--- config.mk ---
export PLATFORM = sky130hd
export DESIGN_NAME = seg_scan_driver
export DESIGN_NICKNAME = d
export VERILOG_FILES = /design/src/rtl/seg_pkg.sv /design/src/rtl/seg_hex_lut.sv /design/src/rtl/seg_scan_driver.sv
export SDC_FILE = /design/constraint.sdc
export NUM_CORES = 1
export LEC_CHECK = 0
export CAP_MARGIN = 5
export CORE_MARGIN = 4
export CORE_UTILIZATION = 57
export CTS_BUF_LIST = sky130_fd_sc_hd__clkbuf_16
export CTS_CLUSTER_SIZE = 40
export DETAILED_ROUTE_END_ITERATION = 6
export GPL_ROUTABILITY_DRIVEN = 0
export PLACE_DENSITY = 0.92
export SETUP_SLACK_MARGIN = 0.02
export SLEW_MARGIN = 20
export SYNTH_ARGS = -nofsm -noshare
export SYNTH_HDL_FRONTEND = slang
export SYNTH_SLANG_ARGS = --single-unit
export TNS_END_PERCENT = 30
--- constraint.sdc ---
create_clock -name clk -period 6.56 [get_ports clk]
set_input_delay 0.984 -clock clk [delete_from_list [all_inputs] [get_ports clk]]
set_output_delay 0.984 -clock clk [all_outputs]
set_load 0.1 [all_outputs]
--- src/rtl/seg_pkg.sv ---
// Shared types and the hex-to-segment pattern table for the scanned
// 7-segment display driver. Segment order is bit6=a ... bit0=g, active-low.
package seg_pkg;

    typedef logic [6:0] seg_t;
    typedef logic [3:0] nibble_t;

    localparam seg_t SEG_BLANK = 7'h7F;

    localparam seg_t HEX_TABLE [16] = '{
        7'b0000001, 7'b1001111, 7'b0010010, 7'b0000110,
        7'b1001100, 7'b0100100, 7'b0100000, 7'b0001111,
        7'b0000000, 7'b0000100, 7'b0001000, 7'b1100000,
        7'b0110001, 7'b1000010, 7'b0110000, 7'b0111000
    };

endpackage

--- src/rtl/seg_hex_lut.sv ---
// Combinational nibble to active-low segment pattern lookup.
module seg_hex_lut
    import seg_pkg::*;
(
    input  nibble_t nib,
    output seg_t    seg
);

    // Table lookup; anything not matched falls back to all segments dark.
    always_comb begin
        seg = SEG_BLANK;
        for (int k = 0; k < 16; k++) begin
            if (nib == nibble_t'(k)) begin
                seg = HEX_TABLE[k];
            end
        end
    end

endmodule

--- src/rtl/seg_scan_driver.sv ---
// Time-multiplexed multi-digit 7-segment driver for common-anode displays.
// One digit is driven per refresh slot; the first GUARD_CYCLES of each slot
// keep every anode off so the previous digit's pattern does not ghost.
// All pins are registered.
// Optional build macro: SEG_LZ_BLANK_EN adds leading-zero suppression.
module seg_scan_driver
    import seg_pkg::*;
#(
    parameter int NUM_DIGITS   = 8,
    parameter int REFRESH_DIV  = 50000,
    parameter int GUARD_CYCLES = 2
) (
    input  logic                    clk,
    input  logic                    rst,
    input  logic                    i_load,
    input  logic [4*NUM_DIGITS-1:0] i_data,
    input  logic [NUM_DIGITS-1:0]   i_dp,
    input  logic [NUM_DIGITS-1:0]   i_blank,
    output logic [6:0]              o_seg,
    output logic                    o_dp,
    output logic [NUM_DIGITS-1:0]   o_an,
    output logic                    o_frame
);

    localparam int CNT_W = $clog2(REFRESH_DIV);
    localparam int IDX_W = (NUM_DIGITS > 1) ? $clog2(NUM_DIGITS) : 1;
    localparam logic [CNT_W-1:0] CNT_LAST = CNT_W'(REFRESH_DIV - 1);
    localparam logic [IDX_W-1:0] IDX_LAST = IDX_W'(NUM_DIGITS - 1);

    logic [CNT_W-1:0]        cnt;
    logic [IDX_W-1:0]        idx;
    logic [4*NUM_DIGITS-1:0] data_q;
    logic [NUM_DIGITS-1:0]   dp_q;
    logic [NUM_DIGITS-1:0]   blank_q;
    logic [NUM_DIGITS-1:0]   dark;
    logic [NUM_DIGITS-1:0]   an_next;
    nibble_t                 sel_nib;
    logic                    sel_dp;
    logic                    sel_dark;
    seg_t                    lut_seg;
    logic                    in_guard;
    logic                    frame_end;

    // Slot prescaler and digit index; idx steps when the slot counter wraps.
    always_ff @(posedge clk or posedge rst) begin
        if (rst) begin
            cnt <= '0;
            idx <= '0;
        end else if (cnt == CNT_LAST) begin
            cnt <= '0;
            if (idx == IDX_LAST) begin
                idx <= '0;
            end else begin
                idx <= idx + 1'b1;
            end
        end else begin
            cnt <= cnt + 1'b1;
        end
    end

    // Shadow registers; a load replaces all three fields at once.
    always_ff @(posedge clk or posedge rst) begin
        if (rst) begin
            data_q  <= '0;
            dp_q    <= '0;
            blank_q <= '0;
        end else if (i_load) begin
            data_q  <= i_data;
            dp_q    <= i_dp;
            blank_q <= i_blank;
        end
    end

`ifdef SEG_LZ_BLANK_EN
    logic [NUM_DIGITS-1:0] lz_mask;

    // A digit is suppressed while it and every digit above it are zero;
    // digit 0 always stays visible so a zero value still shows "0".
    always_comb begin
        logic run;
        lz_mask = '0;
        run     = 1'b1;
        for (int k = NUM_DIGITS - 1; k >= 1; k--) begin
            run        = run & (data_q[4*k +: 4] == 4'h0);
            lz_mask[k] = run;
        end
    end

    assign dark = blank_q | lz_mask;
`else
    assign dark = blank_q;
`endif

    // Select the shadow fields of the digit currently being scanned.
    always_comb begin
        sel_nib  = '0;
        sel_dp   = 1'b0;
        sel_dark = 1'b0;
        for (int k = 0; k < NUM_DIGITS; k++) begin
            if (idx == IDX_W'(k)) begin
                sel_nib  = data_q[4*k +: 4];
                sel_dp   = dp_q[k];
                sel_dark = dark[k];
            end
        end
    end

    seg_hex_lut u_lut (
        .nib (sel_nib),
        .seg (lut_seg)
    );

    assign in_guard  = (int'(cnt) < GUARD_CYCLES);
    assign frame_end = (cnt == CNT_LAST) && (idx == IDX_LAST);

    // Anode enables: all off during guard, otherwise only the current digit.
    always_comb begin
        an_next = '1;
        if (!in_guard) begin
            for (int k = 0; k < NUM_DIGITS; k++) begin
                if (idx == IDX_W'(k)) begin
                    an_next[k] = 1'b0;
                end
            end
        end
    end

    // Output pin register; segments keep updating during guard, only anodes are held off.
    always_ff @(posedge clk or posedge rst) begin
        if (rst) begin
            o_seg   <= SEG_BLANK;
            o_dp    <= 1'b1;
            o_an    <= '1;
            o_frame <= 1'b0;
        end else begin
            o_seg   <= sel_dark ? SEG_BLANK : lut_seg;
            o_dp    <= sel_dark | ~sel_dp;
            o_an    <= an_next;
            o_frame <= frame_end;
        end
    end

endmodule
==> impl_metrics.py <==
metrics = {
    "status": {
        "status": "finished, final reports clean",
    },
    "synthesis": {
        "synth_nets": 426,
        "synth_top_cell_by_area": "dfrtp_1",
        "yosys-top-cells-area": "dfrtp_1 (42%), mux2_2 (12%), dfstp_2 (10%)",
        "synth_enable_flop_cells": 0,
        "seq_area_frac_synth_pct": 52.09,
        "syn_area_um2": 4074,
        "synth_top_area_share_pct": 41.77,
        "synthArstFlopShare_pct": 100.0,
        "synth_ff_type": "dfrtp_1",
        "synth-seq-cells": 84,
        "ys_types": 50,
        "syn_inst": 368,
        "postSynthAreaPerCell_um2": 11.07,
        "ys_warn_count": 0,
    },
    "power_and_ir_drop": {
        "peakVddDrop_uv": 138.4,
        "power_leakage_nw": 2.072,
        "power.total_mw": 1.265,
        "power.density_nw_per_um2": 251.4,
    },
    "setup_path": {
        "regToRegSetupSlack_ns": 3.10,
        "crit_path_end": "o_seg[3]",
        "start_kind": "flop",
        "regToRegEndpoint": "o_seg[3]",
        "cp.required_ns": 6.83,
        "cp_num_buf_inv": 1,
        "ff2ff_path_depth": 7,
        "max_stage_delay_ns": 0.76,
        "cp_slowest_cell": "dfrtp_1",
        "arrival_ns": 3.72,
        "end_kind": "flop",
        "worstPathCellList": "clkinv_1 > ha_1 > a2111oi_0 > o21ai_1 > xnor2_1 > a21oi_1 > o21ai_1",
        "crit_family": "compound AO/OA/AOI/OAI gates",
        "crit_type": "flop to flop",
        "worst_path_most_repeated_cell": "o21ai_1",
        "cp.depth": 7,
        "path_max_fanout": 20,
        "crit_path_start": "idx[2]",
        "r2r-start": "idx[2]",
    },
    "finish": {
        "drive_gt1_share_pct": 20.00,
        "n_fill_cell": 441,
        "num_antenna_cells": 0,
        "register_area_um2": 2122,
        "final_nets": 483,
        "layout_commonest_cell": "dfrtp_1",
        "layout.cells.non_filler": 526,
        "final_area_um2": 5032,
        "multi_input_comb_area_um2": 1770,
        "final_cell_mix": "dfrtp_1 (68), clkdlybuf4s50_1 (66), mux2_2 (43)",
        "area_delta_synth_final_pct": 23.53,
    },
    "drt": {
        "initialDrtViolationCount": 259,
        "routed_wl_um": 9295,
        "avgRoutedWirePerCell_um": 17.67,
        "vias": 3058,
        "vias_per_cell": 5.814,
        "drtPass1Iterations": 5,
        "antenna_left": 0,
        "drc": 0,
    },
    "sta": {
        "finClkSkew_ns": 0.008161,
        "rsz0062_at_grt": "no",
        "period_share_pct": 52.70,
        "finalCriticalPeriod_ns": 3.457,
        "maxSlewViolCount": 0,
        "max-slew-margin-rel_pct": 28.04,
        "finalSetupTns_ns": 0,
        "timing_hold_violations_final": 0,
        "max_freq_mhz": 289.2,
        "finalSetupViolations": 0,
        "worst_pin_slew_ns": 1.079,
    },
    "hold_path": {
        "hold_path.class": "flop to flop",
        "hold_path_depth": 1,
    },
    "grt": {
        "grt_first_pass_wirelength_um": 15240,
        "grt_pass1_vias": 3046,
        "overflow": 0,
        "track_usage_pct": 22.83,
        "antenna_found_initial": 0,
        "grt_max_degree": 85,
    },
    "place": {
        "portBuffers": 67,
        "dpl_cell_area_um2": 4736,
        "hpwl_um": 6168,
        "dp_cells": 510,
    },
    "die": {
        "core_um2": 6869,
        "ioPinCount": 68,
        "core.rowCount": 30,
        "die_area_um2": 8564,
        "fp.dieW_um": 92.54,
        "initial_core_util_pct": 59.31,
        "dieHeight_um": 92.54,
    },
    "cts": {
        "cts_tree": "done",
        "cts_resized": 0,
        "clock-sinks": 84,
        "cts_inserted_buffers": 9,
        "clkTransAtPathRegs_ns": 0.06,
        "insertion_delay_ns": 0.34,
        "root_buffer": "clkbuf_16",
        "h-tree-depth": 3,
        "cts_hold_buf": 0,
        "post-cts-setup-buffer-count": 0,
        "clock_path_buffers": 2,
    },
    "run": {
        "cap_viol_max_count": 0,
    },
}
-- synthesized netlist by cell type, types with 4 or more instances --
| cell | number |
|---|---|
| buf_2 | 4 |
| mux2_2 | 43 |
| ha_1 | 7 |
| o211ai_1 | 5 |
| xor2_1 | 4 |
| xnor2_1 | 9 |
| and3_1 | 5 |
| dfstp_2 | 16 |
| inv_1 | 12 |
| clkbuf_1 | 7 |
| nor2b_1 | 6 |
| buf_1 | 4 |
| nor2_1 | 21 |
| nand4_1 | 5 |
| nand3_1 | 12 |
| buf_6 | 5 |
| a21oi_1 | 26 |
| o21ai_0 | 14 |
| nand2_1 | 36 |
| nand3b_1 | 6 |
| nand2b_1 | 5 |
| nor4_1 | 4 |
| dfrtp_1 | 68 |
-- flip-flops by register name, indices dropped and copies added (netlist names) --
| signal | flops |
|---|---|
| o_frame | 1 |
| dp_q | 8 |
| o_seg | 7 |
| idx | 3 |
| cnt | 16 |
| data_q | 32 |
| o_dp | 1 |
| o_an | 8 |
| blank_q | 8 |
-- layout make-up --
cell class	instances	share of cell area [%]
Multi-Input combinational cell	248	35.18
Clock buffer	9	4.475
Clock inverter	7	1.193
Sequential cell	84	42.17
Tap cell	96	2.387
Inverter	13	0.9945
Timing Repair Buffer	69	13.60
-- power breakdown --
part           switching [mW]  internal (mW)  total, mW  leakage (nW)
combinational           0.114         0.0812      0.195         0.927
clock                   0.201          0.290      0.491         0.148
sequential             0.0194          0.560      0.579         0.997
-- how the worst min path moves through the flow --
stage	start	slack [ns]	end
after floorplan	cnt[0]	0.45	cnt[0]
final	cnt[0]	0.49	cnt[0]
after detailed placement	cnt[0]	0.49	cnt[0]
after global routing	data_q[27]	0.53	data_q[27]
after CTS	cnt[0]	0.49	cnt[0]
after global placement	cnt[0]	0.47	cnt[0]
-- cells by family (layout without fill, tap and decap cells) --
family                     count (synthesis)  in the layout  synth area share (%)
DFF                                       84             84                 52.09
xor gates and xnor gates                  13             13                 2.795
muxes                                     46             46                 12.62
AOI/OAI and AO/OA                         69             69                 11.67
and+or+nand+nor                          113            113                 14.04
adders and majority gates                  7              7                 2.150
buffers and inverters                     36             98                 4.637
-- per-stage QoR --
stage	setup WS (ns)	hold WS, ns	util, %
6_report	3.103	0.4865	73.26
2_1_floorplan	3.437	0.4547	-
3_5_place_dp	3.302	0.4854	68.94
4_1_cts	3.250	0.4932	73.10
5_1_grt	2.803	0.5265	73.26
3_3_place_gp	3.529	0.4665	68.94
-- routing by layer --
metal,vias to the layer above,track usage [%],wire [um]
li1,1409,-,-
met3,20,4.387,541
met4,0,9.653,211
met2,115,36.37,4505
met1,1514,30.63,4037
met5,-,0,0
-- worst register-to-register path: cells and delay by family, from the launching register on --
kind,cells,cell delay [ns]
AOI/OAI and AO/OA,4,1.36
xor gates and xnor gates,1,0.32
adders and majority gates,1,0.50
buffers and inverters,1,0.43
DFF,1,0.76
Power figures use the tool's default switching activity.
